**src/rtl/led_sequencer_pkg.sv**
```systemverilog
// Shared constants, ctrl bit layout and FSM state type for the LED sequencer.
package led_sequencer_pkg;

  localparam logic [11:0] LEDADDR  = 12'h060;
  localparam logic [11:0] CTRLADDR = 12'h064;
  localparam logic [11:0] PERADDR  = 12'h068;
  localparam logic [11:0] PATBASE  = 12'h080;

  localparam int CTRL_RUN_BIT  = 0;
  localparam int CTRL_LOOP_BIT = 1;
  localparam int CTRL_LAST_LSB = 4;
  localparam int CTRL_LAST_MSB = 6;

  localparam int NUM_PAT = 8;
  localparam int PAT_W   = 24;
  localparam int CNT_W   = 24;

  typedef enum logic [1:0] {
    IDLE = 2'd0,
    EMIT = 2'd1,
    WAIT = 2'd2
  } state_t;

  // Counter reload value for a step: max(period,1) - 1.
  function automatic logic [CNT_W-1:0] period_load(input logic [CNT_W-1:0] period);
    return (period == '0) ? '0 : period - 1'b1;
  endfunction

endpackage

```
**src/rtl/led_seq_timer.sv**
```systemverilog
// Step timer: 24-bit down-counter with synchronous load, count enable and zero flag.
module led_seq_timer
  import led_sequencer_pkg::*;
(
  input  logic             clk,
  input  logic             rst_n,
  input  logic             load,
  input  logic [CNT_W-1:0] load_val,
  input  logic             en,
  output logic             zero
);

  logic [CNT_W-1:0] cnt;

  // Load has priority; otherwise count down while enabled and not yet at zero.
  always_ff @(posedge clk or negedge rst_n) begin
    if (!rst_n) begin
      cnt <= '0;
    end else if (load) begin
      cnt <= load_val;
    end else if (en && (cnt != '0)) begin
      cnt <= cnt - 1'b1;
    end
  end

  assign zero = (cnt == '0);

endmodule

```
**src/rtl/led_sequencer.sv**
```systemverilog
// LED pattern sequencer sitting between the CPU device bus and the LED register.
// CPU writes are forwarded one cycle later and always win; the sequencer only
// issues its own LED write in an EMIT cycle with no CPU write present.
module led_sequencer #(
  parameter logic [11:0] LEDADDR  = led_sequencer_pkg::LEDADDR,
  parameter logic [11:0] CTRLADDR = led_sequencer_pkg::CTRLADDR,
  parameter logic [11:0] PERADDR  = led_sequencer_pkg::PERADDR,
  parameter logic [11:0] PATBASE  = led_sequencer_pkg::PATBASE
) (
  input  logic        clk,
  input  logic        rst_n,
  input  logic        dv_wr_e,
  input  logic [11:0] dv_addr,
  input  logic [31:0] data_fromcpu,
  output logic        dvo_wr_e,
  output logic [11:0] dvo_addr,
  output logic [31:0] dvo_data,
  output logic        seq_busy,
  output logic [2:0]  seq_idx,
  output logic        seq_done
);

  import led_sequencer_pkg::*;

  // The ctrl run bit is carried by the FSM itself: run=1 exactly when the
  // state is not IDLE, so only loop and last index need separate storage.
  logic             ctrl_loop;
  logic [2:0]       ctrl_last;
  logic [CNT_W-1:0] period;
  logic [PAT_W-1:0] pat [NUM_PAT];

  state_t     state, state_nx;
  logic [2:0] idx, idx_nx;
  logic       emit, done_nx, tmr_en, tmr_zero;
  logic       wr_ctrl, wr_per, wr_pat;

  assign wr_ctrl = dv_wr_e && (dv_addr == CTRLADDR);
  assign wr_per  = dv_wr_e && (dv_addr == PERADDR);
  assign wr_pat  = dv_wr_e && (dv_addr[11:5] == PATBASE[11:5]) && (dv_addr[1:0] == 2'b00);

  // Configuration registers written by the CPU.
  always_ff @(posedge clk or negedge rst_n) begin
    if (!rst_n) begin
      ctrl_loop <= 1'b0;
      ctrl_last <= '0;
      period    <= '0;
      for (int i = 0; i < NUM_PAT; i++) pat[i] <= '0;
    end else begin
      if (wr_ctrl) begin
        ctrl_loop <= data_fromcpu[CTRL_LOOP_BIT];
        ctrl_last <= data_fromcpu[CTRL_LAST_MSB:CTRL_LAST_LSB];
      end
      if (wr_per) period <= data_fromcpu[CNT_W-1:0];
      if (wr_pat) pat[dv_addr[4:2]] <= data_fromcpu[PAT_W-1:0];
    end
  end

  // Next-state logic; a ctrl write overrides whatever the sequence was doing.
  always_comb begin
    state_nx = state;
    idx_nx   = idx;
    emit     = 1'b0;
    done_nx  = 1'b0;
    if (wr_ctrl) begin
      if (data_fromcpu[CTRL_RUN_BIT]) begin
        state_nx = EMIT;
        idx_nx   = '0;
      end else begin
        state_nx = IDLE;
      end
    end else begin
      case (state)
        EMIT: begin
          if (!dv_wr_e) begin
            emit     = 1'b1;
            state_nx = WAIT;
          end
        end
        WAIT: begin
          if (tmr_zero) begin
            if (idx != ctrl_last) begin
              idx_nx   = idx + 1'b1;
              state_nx = EMIT;
            end else if (ctrl_loop) begin
              idx_nx   = '0;
              state_nx = EMIT;
            end else begin
              state_nx = IDLE;
              done_nx  = 1'b1;
            end
          end
        end
        default: ;
      endcase
    end
  end

  // FSM state, pattern index and completion pulse.
  always_ff @(posedge clk or negedge rst_n) begin
    if (!rst_n) begin
      state    <= IDLE;
      idx      <= '0;
      seq_done <= 1'b0;
    end else begin
      state    <= state_nx;
      idx      <= idx_nx;
      seq_done <= done_nx;
    end
  end

  // Output bus: CPU write first, then a sequencer emit; address/data hold otherwise.
  always_ff @(posedge clk or negedge rst_n) begin
    if (!rst_n) begin
      dvo_wr_e <= 1'b0;
      dvo_addr <= '0;
      dvo_data <= '0;
    end else if (dv_wr_e) begin
      dvo_wr_e <= 1'b1;
      dvo_addr <= dv_addr;
      dvo_data <= data_fromcpu;
    end else if (emit) begin
      dvo_wr_e <= 1'b1;
      dvo_addr <= LEDADDR;
      dvo_data <= {8'h00, pat[idx]};
    end else begin
      dvo_wr_e <= 1'b0;
    end
  end

  assign tmr_en = (state == WAIT);

  led_seq_timer u_timer (
    .clk      (clk),
    .rst_n    (rst_n),
    .load     (emit),
    .load_val (period_load(period)),
    .en       (tmr_en),
    .zero     (tmr_zero)
  );

  assign seq_busy = (state != IDLE);
  assign seq_idx  = idx;

endmodule

```
**config.mk**
```make
export PLATFORM = sky130hd
export DESIGN_NAME = led_sequencer
export DESIGN_NICKNAME = d
export VERILOG_FILES = /design/src/rtl/led_sequencer_pkg.sv /design/src/rtl/led_seq_timer.sv /design/src/rtl/led_sequencer.sv
export SDC_FILE = /design/constraint.sdc
export NUM_CORES = 1
export LEC_CHECK = 0
export ABC_AREA = 1
export BUFFER_PORTS_ARGS = -buffer_cell sky130_fd_sc_hd__buf_2
export CAP_MARGIN = 0
export CORE_MARGIN = 2
export CORE_UTILIZATION = 45
export DETAILED_ROUTE_END_ITERATION = 12
export SYNTH_ARGS = -nofsm -noshare
export SYNTH_HDL_FRONTEND = slang
export SYNTH_SLANG_ARGS = --single-unit
```
**constraint.sdc**
```tcl
create_clock -name clk -period 1.56 [get_ports clk]
set_input_delay 0.156 -clock clk [delete_from_list [all_inputs] [get_ports clk]]
set_output_delay 0.156 -clock clk [all_outputs]
set_load 0.005 [all_outputs]
```
==> results_dict.tcl <==
set metrics [dict create \
    grt_pass1_vias 12700 \
    fp-row-count 66 \
    clk_pin_slew_ns 0.06 \
    crit_arrival_ns 2.02 \
    fill_cells 2787 \
    clock_sinks 295 \
    io_pins 97 \
    period_share 1.04 \
    ir_drop_mv 0.678 \
    violations "negative setup slack" \
    port_buffers 96 \
    hpwlAfterDp_mm 28.6 \
    numCtsBuffers 35 \
    tns_ns -1.01 \
    rr_worst_depth 6 \
    power.switching_mw 4.08 \
    fp.coreArea_um2 32500 \
    endpoint_kind "register" \
    dieHeight_um 185 \
    hp-start "data_fromcpu[1]" \
    crit_fanout 10 \
    min_path_type "input port to register" \
    fin_util 0.606 \
    syn_nets 1977 \
    crit_path_cell_trace "buf_12 > clkbuf_16 > o21ai_0 > nand3_1 > nand3_2 > o211ai_1" \
    drc 0 \
    timing.rr.start "seq_idx[0]" \
    r2r-end "dvo_data[9]" \
    layout.nets 2218 \
    ys_ff_latch 295 \
    fin_skew_ns 0.0254 \
    dp.cells 2497 \
    antenna_found_initial 3 \
    final_antenna_net_count 0 \
    fin_crit_ns 1.62 \
    p_comb_frac 0.064 \
    wl_per_cell_um 19.2 \
    seqPwrFrac 0.457 \
    pwr-share-clk 0.479 \
    syn-instance-count 1925 \
    ys_types 29 \
    status "finished with violations" \
    drt_iter0_markers 1130 \
    drive_gt1_frac 0.226 \
    htree_levels 2 \
    grt_max_degree 50 \
    p_int_mw 13.2 \
    min_to "pat[49]" \
    cts_tree "done" \
    drv_slew 0 \
    area_delta_synth_final_pct 33.0 \
    yosysSeqAreaShare 0.500 \
    slew_headroom 0.704 \
    max-clock-path-buffers 3 \
    syn_area_um2 14800 \
    grt_pass1_wl_mm 68.4 \
    finalSetupViolCount 35 \
    start_util 0.455 \
    via_per_inst 5.34 \
    place_area_um2 16700 \
    required_ns 1.95 \
    path_class "register to register" \
    final-hold-violation-count 0 \
    synth_edf_count 0 \
    power_leakage_nw 10.2 \
    fmax_mhz 617 \
    synth_warnings 0 \
    grt_use_total 0.256 \
    synth-async-reset-ratio 1.00 \
    die_x_um 185 \
    clockRootBuffer "clkbuf_16" \
    synthFlopType "dfrtp_1" \
    num_vias 14100 \
    start_kind "register" \
    layout.cells.non_filler 2633 \
    switching_share 0.236 \
    insertion_delay_ns 0.54 \
    die-area_um2 34300 \
    postLayoutCellArea_um2 19700 \
    worstMarginPinSlew_ns 0.443 \
    routabilityCongestion 0.883 \
    worst-r2r-setup-slack_ns -0.06 \
    power_density_nw_per_um2 877 \
    syn_avg_cell_area_um2 7.67 \
    grt-ovfl-total 0 \
    layout_setup_ws_ns -0.0615 \
    rsz0062_at_grt "yes" \
    slowest_stage "dfrtp_4" \
    drv_cap 0 \
    first_pass_iters 6 \
    routed_wl_mm 50.6 \
    holdPathStages 3 \
    slowest_delay_ns 0.58 \
    place_ws_ns -0.109 \
]
-- worst max path at each step --
stage,from,to,slack [ns]
detailed placement,u_timer.cnt[1],u_timer.cnt[16],-0.11
CTS,u_timer.cnt[0],state[0],-0.04
floorplan,u_timer.cnt[0],u_timer.cnt[13],0.006
global route,period[0],u_timer.cnt[22],-0.17
global placement,u_timer.cnt[1],u_timer.cnt[10],-0.19
finish,seq_idx[0],dvo_data[9],-0.06
-- worst max-delay path, delay by kind of cell, from the launching register on --
kind | cells | cell delay [ns]
and+or+nand+nor | 2 | 0.24
AOI/OAI and AO/OA | 2 | 0.33
DFF | 1 | 0.58
buffers and inverters | 2 | 0.34
-- registers in the layout (all words and copies together) (netlist names) --
| signal | flops |
|---|---|
| dvo_wr_e | 1 |
| dvo_data | 32 |
| state | 2 |
| pat | 192 |
| u_timer.cnt | 24 |
| ctrl_loop | 1 |
| dvo_addr | 12 |
| period | 24 |
| seq_done | 1 |
| ctrl_last | 3 |
| seq_idx | 3 |
-- cell usage after synthesis, types with 8 or more instances --
cell / instances / area share
nor2_1: 308 / 0.078
o211ai_1: 12 / 0.0061
nand3_1: 144 / 0.049
xor2_1: 12 / 0.0071
clkbuf_1: 49 / 0.012
buf_6: 18 / 0.014
buf_2: 18 / 0.0061
dfrtp_1: 295 / 0.50
inv_1: 273 / 0.069
buf_1: 36 / 0.0091
a21oi_1: 307 / 0.10
nand4_1: 22 / 0.0093
a22o_1: 8 / 0.0047
xnor2_1: 8 / 0.0047
nand2_1: 247 / 0.063
o21ai_0: 134 / 0.045
-- final cells by class --
| cell class | count | area (µm²) | area share |
|---|---|---|---|
| antenna | 3 | 7.51 | 0.000382 |
| inverter | 276 | 1060 | 0.0537 |
| sequential | 295 | 7390 | 0.376 |
| clock inverter | 11 | 176 | 0.00898 |
| clock buffer | 48 | 985 | 0.0501 |
| timing repair buffer | 330 | 3180 | 0.162 |
| multi-input combinational | 1228 | 6300 | 0.321 |
| tap | 442 | 553 | 0.0281 |
-- kinds of logic after synthesis --
family | Yosys count | synth area share
mux | 1 | 0.000762
simple gates | 736 | 0.206
fa+ha+maj | 5 | 0.00423
buf+inv | 402 | 0.114
flops | 295 | 0.500
xor+xnor | 20 | 0.0119
compound gates | 466 | 0.163
-- through the flow --
step	power [mW]	hold slack (ns)
after detailed placement	8.98	0.0929
final	17.2	0.0135
after global placement	8.96	0.0927
after floorplan	8.37	-0.140
after CTS	17.3	0.000292
after global routing	17.8	0.0228
-- power by group through the flow --
stage | logic (mW) | clock network (mW) | registers, mW
6_report | 1.10 | 8.26 | 7.88
2_1_floorplan | 0.373 | 0 | 8.00
3_3_place_gp | 0.955 | 0 | 8.01
4_1_cts | 1.07 | 8.34 | 7.87
3_5_place_dp | 0.965 | 0 | 8.01
5_1_grt | 1.21 | 8.68 | 7.88
-- routing by layer --
| metal | vias to the layer above | wire, µm | global-route usage |
|---|---|---|---|
| li1 | 6645 | - | - |
| met1 | 6778 | 21300 | 0.341 |
| met2 | 488 | 24100 | 0.429 |
| met3 | 145 | 2950 | 0.0381 |
| met4 | 0 | 2250 | 0.0860 |
| met5 | - | 0 | 0 |
-- placed cells by master (no fill, tap or decap), types with 7 or more instances in the layout --
cell type | Yosys | routed
nand2_1 | 247 | 233
nor2_1 | 308 | 264
nand3_1 | 144 | 116
o21ai_0 | 134 | 80
a21oi_2 | 0 | 18
nand2_2 | 5 | 13
buf_6 | 18 | 19
inv_2 | 3 | 10
nor2_2 | 0 | 34
buf_12 | 0 | 28
buf_2 | 18 | 90
nand4_1 | 22 | 22
nand3_2 | 1 | 27
o211ai_1 | 12 | 12
clkbuf_1 | 49 | 7
dfrtp_1 | 295 | 293
o21ai_2 | 0 | 9
o21ai_1 | 0 | 45
a22o_1 | 8 | 8
a21oi_1 | 307 | 288
inv_1 | 273 | 263
buf_4 | 5 | 133
nor2_4 | 2 | 12
clkbuf_16 | 0 | 54
xor2_1 | 12 | 12
dlygate4sd3_1 | 0 | 30
-- repair_timing --
action	4_1_cts	5_1_grt
endpoints found under the hold margin	396	1
gates resized for setup	60	175
cloned	2	26
hold buffers	33	1
pin swaps	18	33
buffers inserted	7	10
setup endpoints to repair	39	243
No activity file was read; power rests on OpenSTA's default activity.
